### config.mk
export PLATFORM = sky130hd
export DESIGN_NAME = lsu_ctrl
export DESIGN_NICKNAME = d
export VERILOG_FILES = /design/src/rtl/lsu_ctrl.sv
export SDC_FILE = /design/constraint.sdc
export NUM_CORES = 1
export LEC_CHECK = 0
export ABC_AREA = 1
export BUFFER_PORTS_ARGS = -buffer_cell sky130_fd_sc_hd__buf_2
export CORE_MARGIN = 3
export CORE_UTILIZATION = 40
export CTS_CLUSTER_SIZE = 8
export DETAILED_ROUTE_END_ITERATION = 12
export PLACE_DENSITY = 0.68
export SLEW_MARGIN = 15
export SYNTH_ARGS = -nofsm -noshare
export SYNTH_HDL_FRONTEND = slang
export SYNTH_SLANG_ARGS = --single-unit
### constraint.sdc
create_clock -name clk -period 2.4 [get_ports clk]
set_input_delay 0.24 -clock clk [delete_from_list [all_inputs] [get_ports clk]]
set_output_delay 0.24 -clock clk [all_outputs]
set_load 0.1 [all_outputs]
### src/rtl/lsu_ctrl.sv
// lsu_ctrl: load/store unit controller for the core's data-memory port.
// Accepts one load or store at a time, drives a single-port word memory
// with arbitrary grant/read latency, and returns aligned, extended load
// data over a valid/ready response channel.
// Optional build macro: LSU_MISALIGN_TRAP_EN (flag misaligned half/word
// accesses as errors instead of silently aligning them down).
module lsu_ctrl #(
    parameter int ADDR_W = 14
) (
    input  logic              clk,
    input  logic              rst_n,
    input  logic              req_valid,
    output logic              req_ready,
    input  logic              req_we,
    input  logic [31:0]       req_addr,
    input  logic [2:0]        req_func3,
    input  logic [31:0]       req_wdata,
    output logic              rsp_valid,
    input  logic              rsp_ready,
    output logic [31:0]       rsp_rdata,
    output logic              rsp_err,
    output logic              mem_en,
    output logic [3:0]        mem_we,
    output logic [ADDR_W-3:0] mem_addr,
    output logic [31:0]       mem_wdata,
    input  logic              mem_gnt,
    input  logic              mem_rvalid,
    input  logic [31:0]       mem_rdata
);

    typedef enum logic [1:0] {S_IDLE, S_ISSUE, S_WAIT, S_RESP} state_t;

    state_t            state_q, state_d;
    logic              we_q;
    logic [1:0]        off_q;
    logic [2:0]        func3_q;
    logic [3:0]        be_q;
    logic [ADDR_W-3:0] waddr_q;
    logic [31:0]       wdata_q;
    logic [31:0]       rdata_q;
    logic              err_q;

    logic              accept;
    logic              illegal;
    logic [3:0]        st_be;
    logic [31:0]       st_wdata;
    logic [7:0]        lane_b;
    logic [15:0]       lane_h;
    logic [31:0]       ld_data;

    // Address bits above the memory window are intentionally ignored.
    logic unused_addr_bits;
    assign unused_addr_bits = ^req_addr[31:ADDR_W];

    assign accept = (state_q == S_IDLE) && req_valid;

    // Decode legality of the incoming request.
    // NOTE: every combinational output gets a default first so no path leaves it unassigned (no latch).
    always_comb begin
        illegal = 1'b0;
        if (req_we) begin
            illegal = !(req_func3 inside {3'b000, 3'b001, 3'b010});
        end else begin
            illegal = (req_func3 inside {3'b011, 3'b110, 3'b111});
        end
`ifdef LSU_MISALIGN_TRAP_EN
        if ((req_func3[1:0] == 2'b01) && req_addr[0]) begin
            illegal = 1'b1;
        end
        if ((req_func3[1:0] == 2'b10) && (req_addr[1:0] != 2'b00)) begin
            illegal = 1'b1;
        end
`endif
    end

    // Byte enables and lane-replicated data for stores; loads write nothing.
    always_comb begin
        st_be    = 4'b0000;
        st_wdata = req_wdata;
        if (req_we) begin
            case (req_func3[1:0])
                2'b00: begin
                    st_be    = 4'b0001 << req_addr[1:0];
                    st_wdata = {4{req_wdata[7:0]}};
                end
                2'b01: begin
                    st_be    = 4'b0011 << {req_addr[1], 1'b0};
                    st_wdata = {2{req_wdata[15:0]}};
                end
                default: begin
                    st_be    = 4'b1111;
                    st_wdata = req_wdata;
                end
            endcase
        end
    end

    // Select the addressed byte/half of the returned word and extend it.
    always_comb begin
        case (off_q)
            2'b00:   lane_b = mem_rdata[7:0];
            2'b01:   lane_b = mem_rdata[15:8];
            2'b10:   lane_b = mem_rdata[23:16];
            default: lane_b = mem_rdata[31:24];
        endcase
        lane_h = off_q[1] ? mem_rdata[31:16] : mem_rdata[15:0];
        case (func3_q)
            3'b000:  ld_data = {{24{lane_b[7]}}, lane_b};
            3'b100:  ld_data = {24'h0, lane_b};
            3'b001:  ld_data = {{16{lane_h[15]}}, lane_h};
            3'b101:  ld_data = {16'h0, lane_h};
            default: ld_data = mem_rdata;
        endcase
    end

    // Next-state logic.
    always_comb begin
        state_d = state_q;
        case (state_q)
            S_IDLE:  if (req_valid)  state_d = illegal ? S_RESP : S_ISSUE;
            S_ISSUE: if (mem_gnt)    state_d = we_q ? S_RESP : S_WAIT;
            S_WAIT:  if (mem_rvalid) state_d = S_RESP;
            S_RESP:  if (rsp_ready)  state_d = S_IDLE;
            default:                 state_d = S_IDLE;
        endcase
    end

    // State register.
    // NOTE: sequential state uses non-blocking assignments so all flops update together at the edge.
    always_ff @(posedge clk or negedge rst_n) begin
        if (!rst_n) begin
            state_q <= S_IDLE;
        end else begin
            state_q <= state_d;
        end
    end

    // Request capture, memory command registers and the response registers.
    always_ff @(posedge clk or negedge rst_n) begin
        if (!rst_n) begin
            we_q    <= 1'b0;
            off_q   <= 2'b00;
            func3_q <= 3'b000;
            be_q    <= 4'b0000;
            waddr_q <= '0;
            wdata_q <= 32'h0;
            rdata_q <= 32'h0;
            err_q   <= 1'b0;
        end else begin
            if (accept) begin
                we_q    <= req_we;
                off_q   <= req_addr[1:0];
                func3_q <= req_func3;
                if (illegal) begin
                    rdata_q <= 32'h0;
                    err_q   <= 1'b1;
                end else begin
                    // Memory command only changes for accesses that will be issued.
                    be_q    <= st_be;
                    waddr_q <= req_addr[ADDR_W-1:2];
                    wdata_q <= st_wdata;
                end
            end
            if ((state_q == S_ISSUE) && mem_gnt && we_q) begin
                rdata_q <= 32'h0;
                err_q   <= 1'b0;
            end
            if ((state_q == S_WAIT) && mem_rvalid) begin
                rdata_q <= ld_data;
                err_q   <= 1'b0;
            end
        end
    end

    assign req_ready = (state_q == S_IDLE);
    assign rsp_valid = (state_q == S_RESP);
    assign rsp_rdata = rdata_q;
    assign rsp_err   = err_q;
    assign mem_en    = (state_q == S_ISSUE);
    assign mem_we    = (state_q == S_ISSUE) ? be_q : 4'b0000;
    assign mem_addr  = waddr_q;
    assign mem_wdata = wdata_q;

endmodule

Yosys cells after proc, flatten, opt, wreduce, memory -nomap -nowiden --
Index checks and enable logic that the tools add are counted.
Storage, ports and cells: logic and storage cells 71, output and inout bits 84, bits in registers 89, input bits 106
Operators by class: bitwise gates (word level) 1, reduce and logical (&&, ||, !) cells 17, multiplexer cells 24, shift operators 2, equality and inequality tests 18
Operator list (count):
- $mux W32 | 5
- $pmux W32 S4 | 1
- $pmux W32 S2 | 1
- $pmux W8 S3 | 1
- $mux W16 | 1
- $eq A3 B3 Y1 const B | 4
- $reduce_bool A3 Y1 | 4
- $mux W2 | 5
- $mux W4 | 2
- $pmux W2 S4 | 1
- $pmux W4 S2 | 1
- $eq A2 B1 Y1 const B | 3
- $eq A2 B2 Y1 const B | 3
- $eq A3 B1 Y1 const B | 2
- $eq A3 B2 Y1 const B | 2
- $logic_not A2 Y1 | 3
- $logic_not A3 Y1 | 2
- $mux W1 | 6
- $logic_and A1 B1 Y1 | 4
- $ne A2 B1 Y1 const B | 2
- $ne A2 B2 Y1 const B | 2
- $reduce_and A2 Y1 | 2
- $reduce_and A4 Y1 | 1
- $shl A1 B2 Y4 const A | 1
- other kinds (3) | 3

Logic depth before layout (Yosys ltp) --
Gate-level depths: netlist (run 1).
depth in word-level cells 8, mapped depth 11, depth with buffers taken out 9

Worst setup path before layout (run 1) --
Ideal clock, no wire load.
path type register to register, start point reg state_q[0], end point reg wdata_q[10] (netlist: mem_wdata[10]), period minus slack after synthesis 2.375 ns, cell stages (with the launch flop) 10, buffers on the path 2, library setup time 0.120 ns, required time 2.280 ns, arrival time 2.255 ns, slack 0.025 ns, cell sequence dfrtp_1 > inv_1 > ha_1 > nand2_1 > nor2_2 > inv_1 > buf_4 > buf_4 > nand2_1 > nand2_1
Between the ends: longest elaborated chain between the ends 3
Ends and longest elaborated chain:
- from (decl) | line 33 | state_t state_q, state_d;
- from (signal assigned) | line 134 | state_q <= state_d;
- $logic_not A2 Y1
- named net req_ready | line 13 | output logic req_ready,
- $logic_and A1 B1 Y1 | line 55 | assign accept = (state_q == S_IDLE) && req_valid;
- $reduce_and A2 Y1 (no line)
- to (signal assigned) | line 161 | wdata_q <= st_wdata;
- to (decl) | line 39 | logic [31:0] wdata_q;
The timed path passes the listed nets, and every way through them passes these cells. A chain may end at the register's enable or synchronous reset.

Final worst setup path (run 1) --
start point reg state_q[1], end point reg rdata_q[1] (netlist: rsp_rdata[1])
Between the ends: longest elaborated chain between the ends 5, elaborated cells on any way between the ends 12, those cells by class 2 x eq/ne; 2 x mux; 8 x reduce/logical
Ends and longest elaborated chain:
- $eq A2 B1 Y1 | line 164 | if ((state_q == S_ISSUE) && mem_gnt && we_q) begin
- $logic_and A1 B1 Y1 (2 in series) | line 164
- $reduce_bool A3 Y1 (no line) / $mux W32 (equally long branches)
- $reduce_and A2 Y1 (no line) / $mux W32 (equally long branches)
- to (signal assigned) | line 169 | rdata_q <= ld_data;
- to (decl) | line 40 | logic [31:0] rdata_q;
Parallel ways exist; a longest one is shown, timed or not.

==> results of run 1 <==
-- cells by family (layout without fill, tap and decap cells) --
logic type / after synthesis / after routing
adder cells (fa/ha/maj): 4 / 4
buffers and inverters: 90 / 257
flip-flops: 89 / 89
AO/OA/AOI/OAI: 93 / 93
AND/OR/NAND/NOR: 363 / 363
-- worst min-delay path: stages --
cell	delay, ns
buf_2	0.07
nand2_1	0.04
nand2_1	0.05
-- state kept, by name, indices dropped and copies added (netlist names) --
name       count
rsp_err        1
off_q          2
mem_wdata     32
rsp_rdata     32
we_q           1
mem_addr      12
be_q           4
func3_q        3
state_q        2
-- per-layer routing --
| metal | track usage | part of all wire | up-vias |
|---|---|---|---|
| li1 | - | - | 2314 |
| met1 | 0.271 | 0.41 | 2127 |
| met2 | 0.332 | 0.47 | 210 |
| met3 | 0.0663 | 0.096 | 21 |
| met4 | 0.0849 | 0.020 | 0 |
| met5 | 0 | 0 | - |
-- repair_timing --
action | 4_1_cts | 5_1_grt
hold buffers | 1 | 0
gates resized for setup | 0 | 0
hold endpoints to repair | 48 | 0
-- area by class of cell --
| class | instances | area, um^2 | share of cell area |
|---|---|---|---|
| multi-input combinational | 460 | 1990 | 0.338 |
| timing repair buffer | 181 | 948 | 0.161 |
| tap | 140 | 175 | 0.0298 |
| clock buffer | 12 | 246 | 0.0419 |
| inverter | 61 | 236 | 0.0402 |
| sequential | 89 | 2230 | 0.378 |
| clock inverter | 3 | 65.1 | 0.0111 |
-- how the worst max path moves through the flow --
stage                                endpoint  slack, ns
finish               rsp_rdata[1]$_DFFE_PN0P_       0.36
global route         rsp_rdata[1]$_DFFE_PN0P_       0.13
CTS                  rsp_rdata[1]$_DFFE_PN0P_       0.35
detailed placement   rsp_rdata[7]$_DFFE_PN0P_       0.38
global placement     rsp_rdata[1]$_DFFE_PN0P_       0.46
floorplan           mem_wdata[10]$_DFFE_PN0P_       0.03
-- cells in the final DEF, fill, tap and decap left out --
| cell | instances |
|---|---|
| nand2_2 | 5 |
| nor2_1 | 37 |
| inv_2 | 1 |
| clkinv_2 | 1 |
| clkbuf_1 | 2 |
| o22ai_1 | 3 |
| ha_1 | 4 |
| dfrtp_1 | 89 |
| a21oi_1 | 17 |
| nand3_1 | 35 |
| inv_1 | 59 |
| nand4_1 | 1 |
| buf_4 | 9 |
| nand2_1 | 279 |
| buf_2 | 170 |
| nand3b_1 | 1 |
| o21ai_0 | 66 |
| o21ai_1 | 2 |
| clkbuf_8 | 1 |
| bufinv_16 | 2 |
| o211ai_1 | 5 |
| nand2_4 | 2 |
| nor3_1 | 1 |
| dlygate4sd3_1 | 1 |
| clkbuf_16 | 9 |
| nor2_4 | 2 |
| inv_8 | 1 |
| buf_12 | 1 |
-- stage by stage --
step	hold WS (ns)	cells	setup slack [ns]	area [um^2]	utilization
floorplan	-0.0556	639	0.0251	4600	-
global placement	0.299	930	0.460	5570	0.505
detailed placement	0.315	930	0.381	5570	0.505
CTS	0.0853	946	0.348	5890	0.534
global route	0.0983	946	0.128	5890	0.534
finish	0.101	946	0.363	5890	0.534
==> reports/summary.txt, run 1 <==
Max Cap Violations: 0
Worst slew pin tran: 1.01 ns
Final setup vio count: 0
Worst-Skew Late Latency: 0.34 ns
Layout cell share with drive strength beyond 1: 0.253
Worst setup startpoint: state_q[1]$_DFFE_PN0P_
CTS tree: built
Residual DRC: 0
Crit Path Class: reg -> reg
R2r setup slk: 0.36 ns
Post-Synth XOR/XNOR Area: 0
Post-Route WL: 13300 um
R2R Path Start: state_q[1]$_DFFE_PN0P_
Global placer's final weighted congestion: 0.925
Antenna diodes: 0
Top-count cell post-synth: nand2_1
Syn_nets: 749
Critical-path cell list: inv_1, ha_1, nand3_1, nand2_1, inv_1, nand3_1, o21ai_0
Worst Hold Launch: req_addr[13]
Final nets: 912
Fin crit share: 0.849
Worst EP required: 2.65 ns
Top cells by count, synth: 279 x nand2_1, 89 x dfrtp_1, 66 x o21ai_0
Critical Path Sink Type: flop
Flops & latches, synth: 89
CP peak stage delay: 0.73 ns
Yosys top cell area share: 0.485
Reg2reg end: rsp_rdata[1]$_DFFE_PN0P_
Via count normalized by instance count: 4.94
Distinct cells, synth: 24
CP top delay family: buffers and inverters
Clock sinks: 89
WP depth: 7
Clock tree buffer depth: 2
Synth top area cells: dfrtp_1 48%, nand2_1 23%, o21ai_0 7.2%, inv_1 4.8%, nand3_1 3.8%
Filler instances: 1092
TritonCTS Buffers: 9
CP max stage cell: inv_1
Minimum clock period: 2.04 ns
Starting density of the core: 0.417
Root buf cell: clkbuf_16
Core ar.: 11000 um^2
Mapped cell area: 4600 um^2
R2R cell count: 7
Detail Placement HPWL: 9760 um
Worst Path Arrival: 2.29 ns
Boundary Pins: 190
Row cnt: 38
Compound-cell area share of the yosys netlist: 0.105
Global-route wire length before repair: 21800 um
Hold Path End: mem_addr[11]$_DFFE_PN0P_
Largest family of logic cells by synthesized area: simple AND/OR/NAND/NOR gates
Port Buffers: 171
Area grow syn2layout: 28.1%
Final Hold Fails: 0
Post-synthesis mux area share: 0
Fmax: 491 MHz
Routed Antenna Nets: 0
Initial antenna violation count: 0
Synth async-reset ratio: 1.00
Critical path buffers and inverters: 2
Clock transition at the registers of the reported paths: 0.06 ns
Post-Synth Adder-Cell Area: 0.0109
Die width: 113 um
Drt first pass iters: 5
Routed wire per std cell: 14.1 um
Largest net degree at the start of global routing: 50
H-tree lvl count: 3
Vias in the first global route: 4563
Die height: 113 um
DR iter-0 viols: 280
Post-CTS Setup Bufs: 0
DIE AREA: 12800 um^2
Number of synthesized flops with an enable pin: 0
Grt ovf: 0
Hold Crit Depth: 3
Synth Area in Simple Gates: 0.316
Total vias in the final route: 4672
Sequential area share after synthesis: 0.485
Syn Area/Cell: 7.19 um^2
Synth Flop Type: dfrtp_1
Crit Path Max Fanout: 32
Setup tns final: 0 ns
RSZ-0062 raised after global routing: false
Post-Synthesis Cells: 639
Slew margin rel.: 0.325
Outcome: completed
Synth Warn #: 0
Biggest area consumer among synthesized cells: dfrtp_1
Worst Setup Start Kind: flop
Fin. max-slew vios: 0
Clock Skew: 0.00565 ns
Worst Hold Class: in -> reg
GRT Total Usage: 0.211
Power of run 1 is left out: the tool's default activity adds up to more than one toggle a clock period on the data nets, which glitch-free logic cannot reach.
==> inputs of run 2 (changes only) <==
Clock period 2.4 ns to 1.9 ns, I/O delays scaled along.
==> reports/summary.txt, run 2 (synthesized netlist as in run 1, its figures left out) <==
Clock sinks: 89 (unchanged)
Post-route design area: 5990 um^2 (was 5890 um^2)
Boundary Pins: 190 (unchanged)
Slew margin rel.: 0.593 (was 0.325)
Pre-CTS WS: 0.130 ns (was 0.381 ns)
Most frequent cells in the layout: 279 x nand2_1, 165 x buf_2, 89 x dfrtp_1, 66 x o21ai_0, 55 x inv_1 (was 279 x nand2_1, 170 x buf_2, 89 x dfrtp_1, 66 x o21ai_0, 59 x inv_1)
Filler instances: 1059 (was 1092)
Drt first pass iters: 5 (unchanged)
Die width: 113 um (unchanged)
Post-CTS Setup Bufs: 0 (unchanged)
Hold Path End: mem_addr[0]$_DFFE_PN0P_ (was mem_addr[11]$_DFFE_PN0P_)
Row cnt: 38 (unchanged)
TritonCTS Buffers: 9 (unchanged)
Worst Path Arrival: 1.57 ns (was 2.29 ns)
Worst Setup Start Kind: flop (unchanged)
Worst Hold Class: in -> reg (unchanged)
CTS tree: built (unchanged)
Max Cap Violations: 0 (unchanged)
Area grow syn2layout: 30.4% (was 28.1%)
Total vias in the final route: 4679 (was 4672)
Placed instance area: 5680 um^2 (was 5570 um^2)
Antenna diodes: 0 (unchanged)
Worst Hold Launch: req_addr[2] (was req_addr[13])
Final Hold Fails: 0 (unchanged)
Final WS setup: 0.135 ns (was 0.363 ns)
Minimum clock period: 1.76 ns
GRT Total Usage: 0.215 (was 0.211)
Clock transition at the registers of the reported paths: 0.06 ns (about the same)
Clock Skew: 0.00312 ns (was 0.00565 ns)
DIE AREA: 12800 um^2 (unchanged)
Critical Path Sink Type: primary output (was flop)
Worst-Skew Late Latency: 0.34 ns (about the same)
Largest net degree at the start of global routing: 57 (was 50)
Worst EP required: 1.71 ns (was 2.65 ns)
Reg2reg end: rsp_rdata[1]$_DFFE_PN0P_ (unchanged)
Global placer's final weighted congestion: 0.935 (was 0.925)
R2R Path Start: state_q[0]$_DFFE_PN0P_ (was state_q[1]$_DFFE_PN0P_)
R2R cell count: 8 (was 7)
Residual DRC: 0 (unchanged)
Die height: 113 um (unchanged)
R2r setup slk: 0.17 ns (was 0.36 ns)
Detail Placement HPWL: 10000 um (was 9760 um)
Crit Path Class: reg -> out (was reg -> reg)
DR iter-0 viols: 273 (was 280)
Final nets: 916 (was 912)
Global-route wire length before repair: 22100 um (was 21800 um)
Setup tns final: 0 ns (unchanged)
Grt ovf: 0 (unchanged)
Layout cell share with drive strength beyond 1: 0.266 (was 0.253)
Hold Crit Depth: 3 (unchanged)
Vias in the first global route: 4653 (was 4563)
Initial antenna violation count: 0 (unchanged)
Worst slew pin tran: 0.608 ns (was 1.01 ns)
Clock tree buffer depth: 2 (unchanged)
Crit Path Max Fanout: 8 (was 32)
Fmax: 567 MHz
Root buf cell: clkbuf_16 (unchanged)
Fin crit share: 0.929
Routed wire per std cell: 14.2 um (was 14.1 um)
RSZ-0062 raised after global routing: false (unchanged)
Final setup vio count: 0 (unchanged)
Via count normalized by instance count: 4.92 (was 4.94)
Fin. max-slew vios: 0 (unchanged)
Core ar.: 11000 um^2 (unchanged)
Post-Route WL: 13500 um (was 13300 um)
Starting density of the core: 0.417 (unchanged)
Port Buffers: 171 (unchanged)
Outcome: completed (unchanged)
Most common cell after layout, fill and taps aside: nand2_1 (unchanged)
H-tree lvl count: 3 (unchanged)
Routed Antenna Nets: 0 (unchanged)
-- run 2: changes by cell type in the layout (fill, tap and decap cells not counted), sizes merged --
cell / previous run / this run
clkinv: 1 / 2
bufinv: 2 / 1
clkinvlp: 0 / 6
inv: 61 / 57
buf: 180 / 183
-- run 2: layout make-up --
| class | instances | area, um^2 | share of cell area |
|---|---|---|---|
| tap | 140 | 175 | 0.0292 |
| multi-input combinational | 460 | 2000 | 0.333 |
| sequential | 89 | 2230 | 0.372 |
| timing repair buffer | 185 | 1040 | 0.174 |
| clock buffer | 11 | 243 | 0.0405 |
| clock inverter | 5 | 55.1 | 0.00918 |
| inverter | 61 | 251 | 0.0420 |
-- run 2: worst max path at each step --
| stage | from | endpoint | slack (ns) | depth (start not counted) |
|---|---|---|---|---|
| global placement | state_q[0]$_DFFE_PN0P_ | rsp_rdata[1]$_DFFE_PN0P_ | 0.22 | 9 |
| finish | state_q[1]$_DFFE_PN0P_ | mem_we[2] | 0.14 | 5 |
| global route | state_q[0]$_DFFE_PN0P_ | mem_wdata[0]$_DFFE_PN0P_ | 0.002 | 8 |
| floorplan | state_q[1]$_DFFE_PN0P_ | rsp_rdata[7]$_DFFE_PN0P_ | 0.01 | 8 |
| CTS | state_q[1]$_DFFE_PN0P_ | mem_en | 0.05 | 3 |
| detailed placement | state_q[0]$_DFFE_PN0P_ | rsp_rdata[1]$_DFFE_PN0P_ | 0.13 | 9 |
-- run 2: stage by stage --
step            util  cells  hold slack (ns)
5_1_grt        0.543    951           0.0494
6_report       0.543    951           0.0503
4_1_cts        0.543    951           0.0436
3_3_place_gp   0.515    934            0.144
3_5_place_dp   0.515    934            0.156
2_1_floorplan      -    639           -0.106
-- run 2: layer usage --
metal	vias to the layer above	global-route usage	wire length [um]
met5	-	0	0
met4	0	0.0777	332
met3	29	0.0674	1190
met2	195	0.353	6380
met1	2134	0.266	5560
li1	2321	-	-
-- run 2: worst max-delay path: stages (launching register included) --
cell and delay (ns):
dfrtp_1 0.41, inv_1 0.15, ha_2 0.29, nand2_1 0.11, clkinvlp_4 0.10, buf_12 0.16
-- run 2: timing repair --
action                                  CTS  global route
hold buffers                              1             0
endpoints found under the setup margin    0            14
resized for setup                         0             2
hold endpoints to repair                 28             0
Power of run 2 is left out for the same reason.
